`src/rtl/seq_pkg.sv`:
```
// Shared constants and types for the command-sequence scheduler.
// Optional per-step gap feature is selected with SEQ_STEP_GAP_EN.
package seq_pkg;
  localparam int SEQ_ADDR_W = 7;
  localparam int SEQ_GAP_W  = 16;
  localparam int SEQ_REP_W  = 8;

  localparam logic [1:0] SEQ_MODE_SINGLE = 2'd0;
  localparam logic [1:0] SEQ_MODE_LOOP   = 2'd1;
  localparam logic [1:0] SEQ_MODE_REPEAT = 2'd2;

  typedef enum logic [1:0] {ST_IDLE, ST_RUN, ST_DONE} seq_state_e;

  // Mode 3 is undefined and behaves as single-shot.
  function automatic logic [1:0] seq_norm_mode(input logic [1:0] m);
    return (m == SEQ_MODE_LOOP || m == SEQ_MODE_REPEAT) ? m : SEQ_MODE_SINGLE;
  endfunction
endpackage

```
`src/rtl/sequence_scheduler_if.sv`:
```
// Control/status bundle between txrx control (master) and the scheduler (slave).
// gap_rd_data exists only when SEQ_STEP_GAP_EN is defined.
interface sequence_scheduler_if #(
  parameter int ADDR_W = seq_pkg::SEQ_ADDR_W,
  parameter int GAP_W  = seq_pkg::SEQ_GAP_W,
  parameter int REP_W  = seq_pkg::SEQ_REP_W
) ();
  logic              ctr_en;
  logic [1:0]        mode;
  logic [ADDR_W-1:0] seq_end_addr;
  logic [REP_W-1:0]  repeat_cnt;
  logic [GAP_W-1:0]  time_gap;
`ifdef SEQ_STEP_GAP_EN
  logic [GAP_W-1:0]  gap_rd_data;
`endif
  logic [ADDR_W-1:0] seq_addr;
  logic              manchester_wren;
  logic              busy;
  logic              pass_done;
  logic              seq_done;

  modport master (
    output ctr_en, mode, seq_end_addr, repeat_cnt, time_gap,
`ifdef SEQ_STEP_GAP_EN
    output gap_rd_data,
`endif
    input  seq_addr, manchester_wren, busy, pass_done, seq_done
  );

  modport slave (
    input  ctr_en, mode, seq_end_addr, repeat_cnt, time_gap,
`ifdef SEQ_STEP_GAP_EN
    input  gap_rd_data,
`endif
    output seq_addr, manchester_wren, busy, pass_done, seq_done
  );
endinterface

```
`src/rtl/seq_gap_timer.sv`:
```
// Inter-strobe gap counter: load restarts at 1 and captures the gap (0 read as 1),
// expire_o flags the cycle the count reaches the captured gap.
module seq_gap_timer #(
  parameter int GAP_W = 16
) (
  input  logic             clk,
  input  logic             rst,
  input  logic             clr_i,
  input  logic             load_i,
  input  logic [GAP_W-1:0] gap_i,
  output logic             expire_o
);
  logic [GAP_W-1:0] cnt_q, cnt_d, gap_q, gap_d;

  always_comb begin
    cnt_d = cnt_q;
    gap_d = gap_q;
    if (clr_i) begin
      cnt_d = '0;
    end else if (load_i) begin
      cnt_d = GAP_W'(1);
      gap_d = (gap_i == '0) ? GAP_W'(1) : gap_i;
    end else if (cnt_q != '0) begin
      cnt_d = cnt_q + GAP_W'(1);
    end
  end

  always_ff @(posedge clk) begin
    if (rst) begin
      cnt_q <= '0;
      gap_q <= GAP_W'(1);
    end else begin
      cnt_q <= cnt_d;
      gap_q <= gap_d;
    end
  end

  // A cleared counter (0) never matches since gap_q is always >= 1.
  assign expire_o = (cnt_q == gap_q);
endmodule

```
`src/rtl/sequence_scheduler.sv`:
```
// Walks command memory 0..seq_end_addr issuing one write strobe per step with a
// programmable gap; single/loop/repeat modes. SEQ_STEP_GAP_EN selects per-step RAM gaps.
module sequence_scheduler
  import seq_pkg::*;
#(
  parameter int ADDR_W = SEQ_ADDR_W,
  parameter int GAP_W  = SEQ_GAP_W,
  parameter int REP_W  = SEQ_REP_W
) (
  input  logic                 clk,
  input  logic                 rst,
  sequence_scheduler_if.slave  bus
);
  seq_state_e        state_q, state_d;
  logic              en_q;
  logic [1:0]        mode_q, mode_d;
  logic [ADDR_W-1:0] end_q, end_d;
  logic [REP_W-1:0]  passes_q, passes_d;
  logic [ADDR_W-1:0] addr_q, addr_d;
  logic              wren_q, wren_d, pass_q, pass_d, sdone_q, sdone_d, busy_q, busy_d;

  logic              expire, strobe;
  logic [ADDR_W-1:0] k, end_v;
  logic [1:0]        mode_v;
  logic [REP_W-1:0]  passes_v;
  logic [GAP_W-1:0]  gap_src;

`ifdef SEQ_STEP_GAP_EN
  assign gap_src = bus.gap_rd_data;
`else
  assign gap_src = bus.time_gap;
`endif

  always_comb begin
    state_d  = state_q;
    mode_d   = mode_q;
    end_d    = end_q;
    passes_d = passes_q;
    addr_d   = addr_q;
    busy_d   = busy_q;
    wren_d   = 1'b0;
    pass_d   = 1'b0;
    sdone_d  = 1'b0;
    strobe   = 1'b0;
    k        = addr_q;
    end_v    = end_q;
    mode_v   = mode_q;
    passes_v = passes_q;

    case (state_q)
      ST_IDLE: begin
        busy_d = 1'b0;
        addr_d = '0;
        if (bus.ctr_en && !en_q) begin
          strobe   = 1'b1;
          k        = '0;
          end_v    = bus.seq_end_addr;
          mode_v   = seq_norm_mode(bus.mode);
          passes_v = (bus.repeat_cnt == '0) ? REP_W'(1) : bus.repeat_cnt;
          state_d  = ST_RUN;
          busy_d   = 1'b1;
        end
      end
      ST_RUN: begin
        if (!bus.ctr_en) begin
          state_d = ST_IDLE;
          busy_d  = 1'b0;
          addr_d  = '0;
        end else if (expire) begin
          strobe = 1'b1;
        end
      end
      default: begin
        // busy_q is still high only on the first DONE cycle -> one-shot seq_done.
        busy_d  = 1'b0;
        addr_d  = '0;
        sdone_d = busy_q;
        if (!bus.ctr_en) begin
          state_d = ST_IDLE;
          sdone_d = 1'b0;
        end
      end
    endcase

    if (strobe) begin
      wren_d   = 1'b1;
      mode_d   = mode_v;
      end_d    = end_v;
      passes_d = passes_v;
      if (k == end_v) begin
        pass_d = 1'b1;
        addr_d = '0;
        if (mode_v == SEQ_MODE_REPEAT && passes_v > REP_W'(1))
          passes_d = passes_v - REP_W'(1);
        else if (mode_v != SEQ_MODE_LOOP)
          state_d = ST_DONE;
      end else begin
        addr_d = k + ADDR_W'(1);
      end
    end
  end

  seq_gap_timer #(.GAP_W(GAP_W)) u_gap (
    .clk      (clk),
    .rst      (rst),
    .clr_i    (state_d != ST_RUN),
    .load_i   (strobe),
    .gap_i    (gap_src),
    .expire_o (expire)
  );

  always_ff @(posedge clk) begin
    if (rst) begin
      state_q  <= ST_IDLE;
      en_q     <= 1'b0;
      mode_q   <= SEQ_MODE_SINGLE;
      end_q    <= '0;
      passes_q <= '0;
      addr_q   <= '0;
      wren_q   <= 1'b0;
      pass_q   <= 1'b0;
      sdone_q  <= 1'b0;
      busy_q   <= 1'b0;
    end else begin
      state_q  <= state_d;
      en_q     <= bus.ctr_en;
      mode_q   <= mode_d;
      end_q    <= end_d;
      passes_q <= passes_d;
      addr_q   <= addr_d;
      wren_q   <= wren_d;
      pass_q   <= pass_d;
      sdone_q  <= sdone_d;
      busy_q   <= busy_d;
    end
  end

  assign bus.seq_addr        = addr_q;
  assign bus.manchester_wren = wren_q;
  assign bus.pass_done       = pass_q;
  assign bus.seq_done        = sdone_q;
  assign bus.busy            = busy_q;
endmodule
```
`src/flat_wrapper.sv`:
```
// flat-port wrapper written by rule: the top's interface ports become plain ports
module sequence_scheduler_flat import seq_pkg::*;
#(
  parameter int ADDR_W = SEQ_ADDR_W,
  parameter int GAP_W  = SEQ_GAP_W,
  parameter int REP_W  = SEQ_REP_W
)
  (clk, rst, bus_ctr_en, bus_mode, bus_seq_end_addr, bus_repeat_cnt, bus_time_gap, bus_seq_addr, bus_manchester_wren, bus_busy, bus_pass_done, bus_seq_done);
  sequence_scheduler_if #(.ADDR_W(ADDR_W), .GAP_W(GAP_W), .REP_W(REP_W)) bus_i ();
  input  logic clk;
  input  logic rst;
  input wire logic [$bits(bus_i.ctr_en)-1:0] bus_ctr_en;
  input wire logic [$bits(bus_i.mode)-1:0] bus_mode;
  input wire logic [$bits(bus_i.seq_end_addr)-1:0] bus_seq_end_addr;
  input wire logic [$bits(bus_i.repeat_cnt)-1:0] bus_repeat_cnt;
  input wire logic [$bits(bus_i.time_gap)-1:0] bus_time_gap;
  output wire logic [$bits(bus_i.seq_addr)-1:0] bus_seq_addr;
  output wire logic [$bits(bus_i.manchester_wren)-1:0] bus_manchester_wren;
  output wire logic [$bits(bus_i.busy)-1:0] bus_busy;
  output wire logic [$bits(bus_i.pass_done)-1:0] bus_pass_done;
  output wire logic [$bits(bus_i.seq_done)-1:0] bus_seq_done;
  assign bus_i.ctr_en = bus_ctr_en;
  assign bus_i.mode = bus_mode;
  assign bus_i.seq_end_addr = bus_seq_end_addr;
  assign bus_i.repeat_cnt = bus_repeat_cnt;
  assign bus_i.time_gap = bus_time_gap;
  assign bus_seq_addr = bus_i.seq_addr;
  assign bus_manchester_wren = bus_i.manchester_wren;
  assign bus_busy = bus_i.busy;
  assign bus_pass_done = bus_i.pass_done;
  assign bus_seq_done = bus_i.seq_done;
  sequence_scheduler #(.ADDR_W(ADDR_W), .GAP_W(GAP_W), .REP_W(REP_W)) u_core (.clk(clk), .rst(rst), .bus(bus_i));
endmodule
```
`config.mk`:
```
export PLATFORM = sky130hd
export DESIGN_NAME = sequence_scheduler_flat
export DESIGN_NICKNAME = d
export VERILOG_FILES = /design/src/rtl/seq_pkg.sv /design/src/rtl/sequence_scheduler_if.sv /design/src/rtl/seq_gap_timer.sv /design/src/rtl/sequence_scheduler.sv /design/src/flat_wrapper.sv
export SDC_FILE = /design/constraint.sdc
export NUM_CORES = 1
export LEC_CHECK = 0
export BUFFER_PORTS_ARGS = -buffer_cell sky130_fd_sc_hd__buf_2
export CORE_AREA = 2 2 109 111
export CTS_CLUSTER_DIAMETER = 40
export DETAILED_ROUTE_END_ITERATION = 8
export DIE_AREA = 0 0 111 113
export SYNTH_ARGS = -nofsm -noshare
export SYNTH_HDL_FRONTEND = slang
export SYNTH_SLANG_ARGS = --single-unit
```
`constraint.sdc`:
```
create_clock -name clk -period 3.6 [get_ports clk]
set_input_delay 0.36 -clock clk [delete_from_list [all_inputs] [get_ports clk]]
set_output_delay 0.36 -clock clk [all_outputs]
set_load 0.02 [all_outputs]
```
==> flow_summary_export.csv <==
group,metric,value,unit
worst_setup_path,r2r_setup_slack,0.40,ns
pwr,p_leak,1.68,nW
sta,finalSetupTns,0,ns
routing,highest_layer,"met4",
grt,grt_max_degree,47,
floorplan,chipWidth,111,um
clock_network,cts_root_buf,"clkbuf_16",
clock_network,htree_levels,3,
floorplan,rows,39,
finish,seq_area,1260,um^2
finish,antennaDiodeCount,0,
yosys,synth_top_cell_area_share,0.374,
routing,met1Wirelength,4.00,mm
sta,hold_viol_final,0,
sta,finalCritPeriodShare,0.889,
pwr,netSwitchingPower,0.000548,W
pwr,p_comb_frac,0.153,
worst_setup_path,critPathLaunchType,"flop",
worst_setup_path,cp-endpoint,"u_core.u_gap.gap_q[8]",
place,dp.cells,566,
sta,finalCriticalPeriod,3.20,ns
pwr,p_per_area,469,nW/um^2
grt,grt_pass1_wl,13.8,mm
floorplan,pin_count,47,
finish,area_growth,18.4,%
routing,vias_per_cell,4.96,
worst_setup_path,critical_path_class,"reg2reg",
floorplan,initial_core_util,0.299,
yosys,yosysTopAreaCell,"dfxtp_1",
routing,wl,8.15,mm
place,numPortBuffers,46,
floorplan,dieArea,12500,um^2
grt,antenna_found_initial,0,
routing,drt-pass1-iter-count,4,
outcome,status,"completed",
yosys,yosys_warnings,0,
sta,tightestPinTransition,0.893,ns
yosys,synth_area_leaders,"dfxtp_1, xor2_1, nor2_1, mux2i_1, xnor2_1",
finish,layout-drive-gt1-share,0.191,
yosys,synth_seq_cells,63,
clock_network,post_cts_buffers,0,
flow_run,maxCapViolCount,0,
worst_setup_path,reg2reg_from,"u_core.en_q",
place,gp_congestion,0.837,
grt,grt-ovfl-total,0,
yosys,syn_nets,429,
finish,n_fill_cell,1151,
sta,max-slew-margin-rel,0.405,
clock_network,clkSinkCount,63,
routing,drt_iter0_markers,154,
yosys,async_reset_ff_frac,0,
pwr,ir_worst_vdd,0.187,mV
yosys,ys_types,52,
worst_setup_path,worstSetupEndpointType,"flop",
finish,final_common_cell,"dfxtp_1",
worst_setup_path,required,3.79,ns
clock_network,clk-insertion-delay-late,0.33,ns
sta,setup_ws,0.400,ns
floorplan,die_h,113,um
yosys,synth_flop_cell,"dfxtp_1",
pwr,swShare,0.293,
worst_setup_path,timing.rr.end,"u_core.u_gap.gap_q[8]",
routing,drtAntennaViolNets,0,
sta,drv_slew,0,
routing,wl_met3,283,um
sta,hold-worst-slack,0.273,ns
yosys,yosysSeqAreaShare,0.374,
pwr,internal-power,0.00133,W
grt,grt_pass1_vias,2758,
clock_network,cts_tree,"yes",
yosys,synth_edf_count,0,
pwr,pwr-share-clk,0.436,
worst_setup_path,ff2ff_path_depth,11,
clock_network,ctsHoldBuffers,0,
clock_network,cts.clk_slew.worst_paths,0.06,ns
place,dp_slack,0.0753,ns
sta,max_freq,312,MHz
yosys,syn_inst,388,
sta,rsz0062_at_grt,"false",
floorplan,core-area,11300,um^2
worst_setup_path,cp.arrival,3.39,ns
clock_network,clockBufferDepth,2,
worst_setup_path,startpoint,"u_core.en_q",
yosys,synth_area,3370,um^2
worst_hold_path,hp-class,"in2reg",
pwr,p_seq_frac,0.411,
routing,wl_per_cell,14.0,um
sta,setup_viol,0,
place,hpwl,5.82,mm
sta,skew,0.00752,ns
worst_setup_path,crit_fanout,17,
finish,finalNonFillerCells,582,
finish,multi_input_area,1950,um^2
finish,layout_common_cells,"dfxtp_1, nor2_1, buf_2",
clock_network,numCtsBuffers,9,
grt,grt.total_usage,0.135,
routing,drc,0,
routing,via_count,2885,
finish,nets,475,
yosys,synth_area_per_cell,8.69,um^2
routing,dr_wl_met2,3.68,mm
==> per-layer routing <==
metal  global-route usage  vias up
met3               0.0289       17
met1                0.179     1359
met4               0.0658        0
met5                    0        -
li1                     -     1457
met2                0.210       52
==> critical path, stage by stage, from the launching register on <==
cell and delay [ns]:
dfxtp_1 0.35, or4b_4 0.63, a21oi_1 0.32, ha_1 0.34
nor2_1 0.13, nor4b_2 0.39, o31a_1 0.19, nand2_1 0.05
o211ai_1 0.17, buf_12 0.22, mux2i_1 0.20, nor2_1 0.05
==> state kept, by name, indices dropped and copies added (netlist names) <==
register,cells
u_core.bus.seq_done,1
u_core.en_q,1
u_core.u_gap.gap_q,16
u_core.passes_q,8
u_core.u_gap.cnt_q,16
u_core.mode_q,2
u_core.state_q,2
u_core.bus.manchester_wren,1
u_core.end_q,7
u_core.bus.busy,1
u_core.bus.seq_addr,7
u_core.bus.pass_done,1
==> power groups by stage <==
stage / clock, W / sequential, W / combinational, W
final: 0.000817 / 0.000770 / 0.000288
after CTS: 0.000832 / 0.000770 / 0.000290
after floorplan: 0 / 0.000779 / 0.000212
after detailed placement: 0 / 0.000784 / 0.000288
after global placement: 0 / 0.000783 / 0.000282
after global routing: 0.000866 / 0.000775 / 0.000322
==> final cells by class <==
type	count	area share
clock inverters	7	0.0138
multi-input cells	298	0.488
well taps	143	0.0448
clock buffers	9	0.0564
inverters	10	0.00940
flip-flops and latches	63	0.316
repair buffers	52	0.0721
==> worst min path at each step <==
stage / from / to / slack, ns / depth (start not counted)
5_1_grt: bus_seq_end_addr[5] / u_core.end_q[5] / 0.28 / 3
3_3_place_gp: u_core.mode_q[1] / u_core.mode_q[1] / 0.45 / 2
6_report: bus_time_gap[5] / u_core.u_gap.gap_q[5] / 0.27 / 3
4_1_cts: bus_time_gap[5] / u_core.u_gap.gap_q[5] / 0.27 / 3
2_1_floorplan: u_core.mode_q[1] / u_core.mode_q[1] / 0.44 / 2
3_5_place_dp: u_core.mode_q[1] / u_core.mode_q[1] / 0.46 / 2
==> cell usage after synthesis (all sizes together), types with 9 or more instances <==
master	number
xnor2	20
and3	11
nor4	13
mux2i	18
dfxtp	63
inv	10
o21ai	12
nand3	17
nand4	9
nor2	53
nand2	29
xor2	28
nor3	14
clkbuf	9
a21oi	20
==> metrics by stage <==
step                       util  power, W  instance area (um^2)
final                     0.354   0.00187                  3990
after global routing      0.354   0.00196                  3990
after CTS                 0.354   0.00189                  3990
after detailed placement  0.329   0.00107                  3710
after global placement    0.329   0.00107                  3710
after floorplan               -  0.000991                  3370
==> logic make-up (layout without fill, tap and decap cells) <==
group / after synthesis / in the layout / share of synthesized area
fa+ha+maj: 5 / 5 / 0.0186
buf+inv: 27 / 78 / 0.0501
flops: 63 / 63 / 0.374
xor+xnor: 48 / 48 / 0.125
compound gates: 51 / 51 / 0.106
simple gates: 176 / 176 / 0.273
mux: 18 / 18 / 0.0535
==> repair_timing <==
action,in CTS,in global routing
endpoints found under the setup margin,0,16
endpoints found under the hold margin,0,0
gates resized for setup,0,1
Note: power is estimated with default switching activity, not from simulation.
